<file path="config.mk">
export PLATFORM = sky130hd
export DESIGN_NAME = ext_inm_pipe
export DESIGN_NICKNAME = d
export VERILOG_FILES = /design/src/rtl/ext_inm_pipe.sv
export SDC_FILE = /design/constraint.sdc
export NUM_CORES = 1
export LEC_CHECK = 0
export CORE_MARGIN = 4
export CORE_UTILIZATION = 51
export DETAILED_ROUTE_END_ITERATION = 8
export GPL_ROUTABILITY_DRIVEN = 0
export PLACE_DENSITY = 0.91
export SETUP_SLACK_MARGIN = 0.05
export SLEW_MARGIN = 20
export SYNTH_ARGS = -nofsm -noshare
export SYNTH_HDL_FRONTEND = slang
export SYNTH_SLANG_ARGS = --single-unit
</file>
<file path="constraint.sdc">
create_clock -name clk -period 5.2 [get_ports clk]
set_clock_uncertainty 0.1 [all_clocks]
set_input_delay 0.52 -clock clk [delete_from_list [all_inputs] [get_ports clk]]
set_output_delay 0.52 -clock clk [all_outputs]
set_load 0.01 [all_outputs]
</file>
<file path="src/rtl/ext_inm_pipe.sv">
// Registered immediate/displacement extender (sign/zero extend, optional left shift)
// with valid/ready handshakes and a 2-entry output queue that absorbs back-pressure.
module ext_inm_pipe #(
    parameter int unsigned IN_W  = 13,
    parameter int unsigned OUT_W = 32,
    parameter int unsigned LSH   = 2
) (
    input  logic             clk,
    input  logic             reset,
    input  logic [IN_W-1:0]  Entrada,
    input  logic [1:0]       Modo,
    input  logic             in_valid,
    output logic             in_ready,
    input  logic             flush,
    output logic [OUT_W-1:0] Salida,
    output logic             out_valid,
    input  logic             out_ready,
    output logic [1:0]       cuenta
);

    if (OUT_W < IN_W + LSH) begin : g_width_chk
        $error("ext_inm_pipe: OUT_W must be >= IN_W + LSH");
    end

    logic [OUT_W-1:0] ext_val;
    logic [OUT_W-1:0] res_val;
    logic             fill_bit;

    // Extend to full width before shifting so the sign survives the shift.
    always_comb begin
        fill_bit = Modo[0] ? 1'b0 : Entrada[IN_W-1];
        ext_val  = '0;
        for (int i = 0; i < int'(OUT_W); i++) begin
            ext_val[i] = (i < int'(IN_W)) ? Entrada[i] : fill_bit;
        end
        res_val = Modo[1] ? (ext_val << LSH) : ext_val;
    end

    logic [OUT_W-1:0] mem_q [2];
    logic             wr_ptr_q, wr_ptr_d;
    logic             rd_ptr_q, rd_ptr_d;
    logic [1:0]       count_q, count_d;
    logic             push, pop;

    assign in_ready  = (count_q < 2'd2) && !reset;
    assign out_valid = (count_q != 2'd0);
    assign Salida    = mem_q[rd_ptr_q];
    assign cuenta    = count_q;

    assign push = in_valid && in_ready && !flush;
    assign pop  = out_valid && out_ready && !flush;

    always_comb begin
        wr_ptr_d = wr_ptr_q;
        rd_ptr_d = rd_ptr_q;
        count_d  = count_q;
        if (flush) begin
            wr_ptr_d = 1'b0;
            rd_ptr_d = 1'b0;
            count_d  = 2'd0;
        end else begin
            if (push) begin
                wr_ptr_d = ~wr_ptr_q;
            end
            if (pop) begin
                rd_ptr_d = ~rd_ptr_q;
            end
            case ({push, pop})
                2'b10:   count_d = count_q + 2'd1;
                2'b01:   count_d = count_q - 2'd1;
                default: count_d = count_q;
            endcase
        end
    end

    always_ff @(posedge clk or posedge reset) begin
        if (reset) begin
            wr_ptr_q <= 1'b0;
            rd_ptr_q <= 1'b0;
            count_q  <= 2'd0;
            mem_q[0] <= '0;
            mem_q[1] <= '0;
        end else begin
            wr_ptr_q <= wr_ptr_d;
            rd_ptr_q <= rd_ptr_d;
            count_q  <= count_d;
            if (push) begin
                mem_q[wr_ptr_q] <= res_val;
            end
        end
    end

endmodule

</file>
==> results_dict.tcl, run 1 <==
set metrics [dict create \
    outcome "completed" \
    cp.buffers_inverters 1 \
    synth_area_per_cell_um2 13.78 \
    worstRegToRegCells 3 \
    ios 56 \
    worst_ir_drop_vdd_v 0.0002462 \
    area_growth_from_synthesis_to_final_layout_pct 27.49 \
    synth.area.top_cells "sky130_fd_sc_hd__dfrtp_1 45%, sky130_fd_sc_hd__mux2_2 23%, sky130_fd_sc_hd__mux2_4 15%, sky130_fd_sc_hd__buf_4 6.0%, sky130_fd_sc_hd__nor2b_1 1.3%" \
    dr_total_vias 1278 \
    grt_first_pass_wirelength_mm 6.851 \
    drive_gt1_share_pct 38.50 \
    achievable-frequency_mhz 354.3 \
    most_common_library_cells_after_synthesis "40 x sky130_fd_sc_hd__mux2_2, 36 x sky130_fd_sc_hd__dfrtp_1, 20 x sky130_fd_sc_hd__mux2_4" \
    final_cell_area_mm2 0.002547 \
    drt_iter0_drc 56 \
    initial_utilization_pct 53.77 \
    htreeDepth 2 \
    final_antenna_net_count 0 \
    core_area_mm2 0.003716 \
    placedInstanceArea_mm2 0.002440 \
    cts-resized-gates 0 \
    clkSlewWorstSetupHoldPaths_ps 80 \
    crit_fanout 17 \
    maxCapViolations 0 \
    post-route-period-util_pct 54.27 \
    syn_area_mm2 0.001998 \
    series_of_cell_instances_along_the_critical_path "mux2_2 > clkdlybuf4s50_1" \
    first_global_vias 1385 \
    report.final.slew_viol_count 0 \
    worst_pin_slew_ps 876.1 \
    pin_count_of_the_biggest_net_entering_global_routing 38 \
    dp_cells 227 \
    cts_post_setup_buffers_inserted 0 \
    critPathLaunchType "flip-flop" \
    floorplan.die_area_mm2 0.004984 \
    critical_path_cell_count 2 \
    synth_top_flop_cell "sky130_fd_sc_hd__dfrtp_1" \
    synth.most_common_cell "sky130_fd_sc_hd__mux2_2" \
    port-buffer-count 55 \
    synthDistinctLibCells 25 \
    filler_cell_count 271 \
    timing.final.hold_violations 0 \
    postSynthNetCount 165 \
    yosys.area.top_type "sky130_fd_sc_hd__dfrtp_1" \
    via_per_inst 5.438 \
    totalNegativeSetupSlack_ps 0 \
    synth.yosys.seq_area_share_pct 45.08 \
    holdBufCountCts 0 \
    setup_viol_count_final 0 \
    worst_ep_required_ps 4580 \
    wire_per_inst_um 17.77 \
    rows 22 \
    clock_tree.root_cell "sky130_fd_sc_hd__clkbuf_8" \
    antenna_cells 0 \
    synthesis.instances 145 \
    finish.cell_count_without_fillers 235 \
    synthDominantCellAreaShare_pct 45.08 \
    leakage_power_nw 1.122 \
    drtPass1Iterations 4 \
    worst_hold_path_type "reg -> reg" \
    path_delay_family "flip-flops" \
    clk-insertion-delay-late_ps 290 \
    synth_async_sr_flop_share_pct 100.0 \
    critical-path-max-stage-delay_ps 860 \
    grt.total_usage_pct 17.75 \
    grt_antenna_before_repair 0 \
    synth.yosys.warnings 0 \
    worst-setup-path-type "reg -> out" \
    layout.core_utilization_pct 68.55 \
    die_width_um 70.60 \
    dpl.hpwl_mm 2.955 \
    drc 0 \
    cts_tree "built" \
    critical_path_arrival_ps 2200 \
    setup_repair_after_global_routing_missed_its_margin "no" \
    critical_path.endpoint_type "primary output" \
    wirelength_mm 4.175 \
    postSynthRegisterBits 36 \
    pwr_density_cell_mw_per_mm2 374.6 \
    postLayoutSetupSlackWorst_ps 2378 \
    relSlewSlack_pct 41.59 \
    synth_enable_flop_cells 0 \
    cts_num_sinks 36 \
    max-clock-path-buffers 2 \
    worst_hold_path_stage_count 1 \
    cts_buffers 5 \
    post-place-ws_ps 2409 \
    nNetsFinal 206 \
    critPathSlowestCell "sky130_fd_sc_hd__dfrtp_1" \
    die_h_um 70.60 \
    grt.overflow.total 0 \
    period_needed_ps 2822 \
]
==> area by class of cell <==
type,count,area [um2],area share (%)
Clock buffer,6,72.57,2.849
Timing Repair Buffer,56,558.0,21.91
Clock inverter,2,35.03,1.375
Tap cell,48,60.06,2.358
Multi-Input combinational cell,84,909.6,35.71
Inverter,3,11.26,0.4420
Sequential cell,36,900.9,35.36
==> flip-flops by register name (all words and copies together), names as in the netlist <==
signal    cells
mem_q        32
cuenta        2
rd_ptr_q      1
wr_ptr_q      1
==> cell families after synthesis <==
logic type / Yosys count / synth area share, %
and+or+nand+nor: 15 / 4.884
AOI/OAI and AO/OA: 6 / 1.754
muxes: 60 / 37.57
xor gates and xnor gates: 3 / 1.315
buffers and inverters: 25 / 9.393
DFF: 36 / 45.08
==> routing by layer <==
metal	GRT usage, %	vias to the layer above	part of all wire (%)	routed length, um
li1	-	568	-	-
met1	21.11	637	41	1691
met2	29.83	63	50	2102
met3	5.398	10	7.4	310
met4	7.724	0	1.7	71
met5	0	-	0	0
==> path summary, 6_finish.rpt <==
| kind | startpoint | slack, ps | endpoint |
|---|---|---|---|
| worst min register to register | mem_q[46] | 410 | mem_q[46] |
| max in group asynchronous | reset | 4020 | mem_q[37] |
| worst max-delay path | rd_ptr_q | 2380 | Salida[30] |
| worst max register to register | cuenta[1] | 2930 | mem_q[45] |
| min in group asynchronous | reset | 650 | mem_q[12] |
| worst min-delay path | mem_q[46] | 410 | mem_q[46] |
==> power breakdown <==
group	internal [mW]	leakage (nW)	total, mW	switching (mW)
sequential	0.346	0.452	0.385	0.0390
clock	0.142	0.0552	0.242	0.0995
combinational	0.217	0.615	0.327	0.110
total	0.706	1.12	0.954	0.248
==> per-stage QoR <==
step	power (mW)	hold slack [ps]
floorplan	0.5914	373.6
global placement	0.7046	382.2
detailed placement	0.7189	390.7
CTS	0.9612	411.9
global route	0.9986	418.9
finish	0.9544	408.8
==> placed cells by master (no fill, tap or decap), drive strengths merged, types with 2 or more instances in the layout <==
cell type      count
clkdlybuf4s50     55
xor2               2
clkbuf             6
dfrtp             36
a21oi              2
o21ai              2
nor2b              4
inv                3
mux2              60
nor2               3
No activity file was read; power rests on OpenSTA's default activity.
==> run 2, diff against run 1 <==
--- a/config.mk
+++ b/config.mk
@@ -6,10 +6,10 @@
 export NUM_CORES = 1
 export LEC_CHECK = 0
 export CORE_MARGIN = 4
-export CORE_UTILIZATION = 51
+export CORE_UTILIZATION = 48
 export DETAILED_ROUTE_END_ITERATION = 8
 export GPL_ROUTABILITY_DRIVEN = 0
-export PLACE_DENSITY = 0.91
+export PLACE_DENSITY = 0.87
 export SETUP_SLACK_MARGIN = 0.05
 export SLEW_MARGIN = 20
 export SYNTH_ARGS = -nofsm -noshare
==> constraint.sdc (replaced) <==
create_clock -name clk -period 2.7 [get_ports clk]
set_clock_uncertainty 0.1 [all_clocks]
set_input_delay 0.27 -clock clk [delete_from_list [all_inputs] [get_ports clk]]
set_output_delay 0.27 -clock clk [all_outputs]
set_load 0.01 [all_outputs]
==> run 2 against run 1 <==
  * Utilization shrank 4.9 points
  * Setup slack lost 2100 ps
  * Final cell count grew 1.7%
  * Via count shrank 4.4%
  * Critical path type unchanged
  * Critical endpoint is now Salida[12]
==> results_dict.tcl, run 2 (synthesis gave the netlist of run 1 again) <==
set metrics [dict create \
    totalNegativeSetupSlack_ps 0 \
    period_needed_ps 2417 \
    clk-insertion-delay-late_ps 280 \
    series_of_cell_instances_along_the_critical_path "buf_4 > mux2_2 > clkdlybuf4s50_1" \
    pin_count_of_the_biggest_net_entering_global_routing 37 \
    cp.buffers_inverters 2 \
    multiInputGateArea_um2 909.6 \
    grt.total_usage_pct 15.95 \
    cts_post_setup_buffers_inserted 0 \
    report.final.slew_viol_count 0 \
    first_global_vias 1300 \
    pwr_density_cell_mw_per_mm2 691.6 \
    core_area_mm2 0.004000 \
    die_width_um 72.52 \
    filler_cell_count 298 \
    critical_path_arrival_ps 2050 \
    grt_first_pass_wirelength_mm 6.465 \
    drive_gt1_share_pct 38.62 \
    grt_antenna_before_repair 0 \
    htreeDepth 2 \
    gr-max-usage-layer "met2" \
    layout.cells.most_common_list "55 x sky130_fd_sc_hd__clkdlybuf4s50_1, 40 x sky130_fd_sc_hd__mux2_2, 36 x sky130_fd_sc_hd__dfrtp_1" \
    worst-setup-path-type "reg -> out" \
    worst_ir_drop_vdd_v 0.0004799 \
    maxCapViolations 0 \
    rows 23 \
    cts_tree "built" \
    grt.met1_usage_pct 19.95 \
    p_int_mw 1.296 \
    mostFrequentLayoutCell "sky130_fd_sc_hd__clkdlybuf4s50_1" \
    port-buffer-count 55 \
    holdBufCountCts 0 \
    setup_viol_count_final 0 \
    clock_tree.root_cell "sky130_fd_sc_hd__clkbuf_8" \
    nNetsFinal 208 \
    relSlewSlack_pct 56.03 \
    cts_buffers 5 \
    placedInstanceArea_mm2 0.002457 \
    path_delay_family "buffers and inverters" \
    timing.final.hold_violations 0 \
    floorplan.die_area_mm2 0.005259 \
    ios 56 \
    critPathLaunchType "flip-flop" \
    wirelength_mm 4.008 \
    grt_util_met3_pct 3.463 \
    final_antenna_net_count 0 \
    crit_fanout 12 \
    critical-path-max-stage-delay_ps 680 \
    via_per_inst 5.113 \
    leakage_power_nw 1.124 \
    drc 0 \
    drtPass1Iterations 4 \
    worst_hold_path_type "reg -> reg" \
    p_sw_mw 0.4662 \
    cts-resized-gates 0 \
    die_h_um 72.52 \
    outcome "completed" \
    largest_register_ffs 32 \
    register_area_um2 900.9 \
    setup_repair_after_global_routing_missed_its_margin "no" \
    worst_ep_required_ps 2330 \
    share_comb_of_total_power_pct 35.8 \
    dr_total_vias 1222 \
    max-clock-path-buffers 2 \
    initial_utilization_pct 49.95 \
    dpl.hpwl_mm 2.891 \
    drt_iter0_drc 68 \
    final_cell_area_mm2 0.002547 \
    area_growth_from_synthesis_to_final_layout_pct 27.49 \
    sw_ratio_pct 26.46 \
    cts_num_sinks 36 \
    clkSlewWorstSetupHoldPaths_ps 70 \
    wire_per_inst_um 16.77 \
    groute.layer.met2.usage_pct 27.76 \
    sequentialPowerShare_pct 42.2 \
    grt.overflow.total 0 \
    max_flop_register "mem_q" \
    critPathSlowestCell "sky130_fd_sc_hd__dfrtp_1" \
    achievable-frequency_mhz 413.8 \
    post-route-period-util_pct 89.51 \
    pwr-share-clk_pct 22.1 \
    critical_path.endpoint_type "primary output" \
    antenna_cells 0 \
    worst_pin_slew_ps 657.4 \
]
-- run 2: cell types whose count changed in the layout (fill, tap and decap cells not counted) --
cell / previous run / this run
sky130_fd_sc_hd__buf_4: 1 / 3
sky130_fd_sc_hd__bufinv_16: 1 / 0
sky130_fd_sc_hd__clkbuf_1: 1 / 2
sky130_fd_sc_hd__clkbuf_8: 5 / 6
sky130_fd_sc_hd__clkinv_2: 1 / 0
-- run 2: final timing paths --
kind | from | to | slack (ps) | cells past startpoint
worst min-delay path | mem_q[0] | mem_q[0] | 400 | 1
worst max-delay path | rd_ptr_q | Salida[12] | 280 | 3
max in group asynchronous | reset | mem_q[2] | 1730 | 3
worst max register to register | cuenta[1] | mem_q[44] | 860 | 4
worst min register to register | mem_q[0] | mem_q[0] | 400 | 1
min in group asynchronous | reset | mem_q[13] | 440 | 3
-- run 2: metal layers --
layer / wire, um / vias to the layer above
met3: 203 / 6
li1: - / 576
met4: 40 / 0
met1: 1711 / 602
met5: 0 / -
met2: 2052 / 38
-- run 2: final cells by class --
class | count | share of cell area, %
Inverter | 3 | 0.4420
Sequential cell | 36 | 35.36
Timing Repair Buffer | 58 | 22.50
Multi-Input combinational cell | 84 | 35.71
Tap cell | 50 | 2.456
Clock buffer | 8 | 3.536
-- run 2: power by group through the flow --
stage / registers (mW) / logic, mW / clock network (mW)
final: 0.743 / 0.630 / 0.389
after global routing: 0.758 / 0.670 / 0.421
after CTS: 0.743 / 0.639 / 0.394
after detailed placement: 0.750 / 0.636 / 0
after global placement: 0.739 / 0.623 / 0
after floorplan: 0.720 / 0.419 / 0
-- run 2: stage by stage --
step                      hold WS [ps]  setup slack [ps]  util [%]  power [mW]  std cells
after floorplan                  233.1             843.8         -       1.139        145
after global placement           380.9             590.6     61.43       1.362        231
after detailed placement         392.2             538.3     61.43       1.386        231
after CTS                        408.1             247.7     63.68       1.777        239
after global routing             419.2             202.8     63.68       1.849        239
final                            404.1             283.2     63.68       1.762        239
-- run 2: worst register-to-register path, cell delays in order, from the launching register on --
cell	delay, ps
sky130_fd_sc_hd__dfrtp_1	470
sky130_fd_sc_hd__nor4b_2	340
sky130_fd_sc_hd__and2b_1	160
sky130_fd_sc_hd__buf_4	270
sky130_fd_sc_hd__mux2_2	370
==> run 3, diff against run 2 <==
--- a/config.mk
+++ b/config.mk
@@ -5,6 +5,7 @@
 export SDC_FILE = /design/constraint.sdc
 export NUM_CORES = 1
 export LEC_CHECK = 0
+export CAP_MARGIN = 20
 export CORE_MARGIN = 4
 export CORE_UTILIZATION = 48
 export DETAILED_ROUTE_END_ITERATION = 8
==> results of run 3 <==
The final DEF is identical to that of run 2; final timing and power are the same.
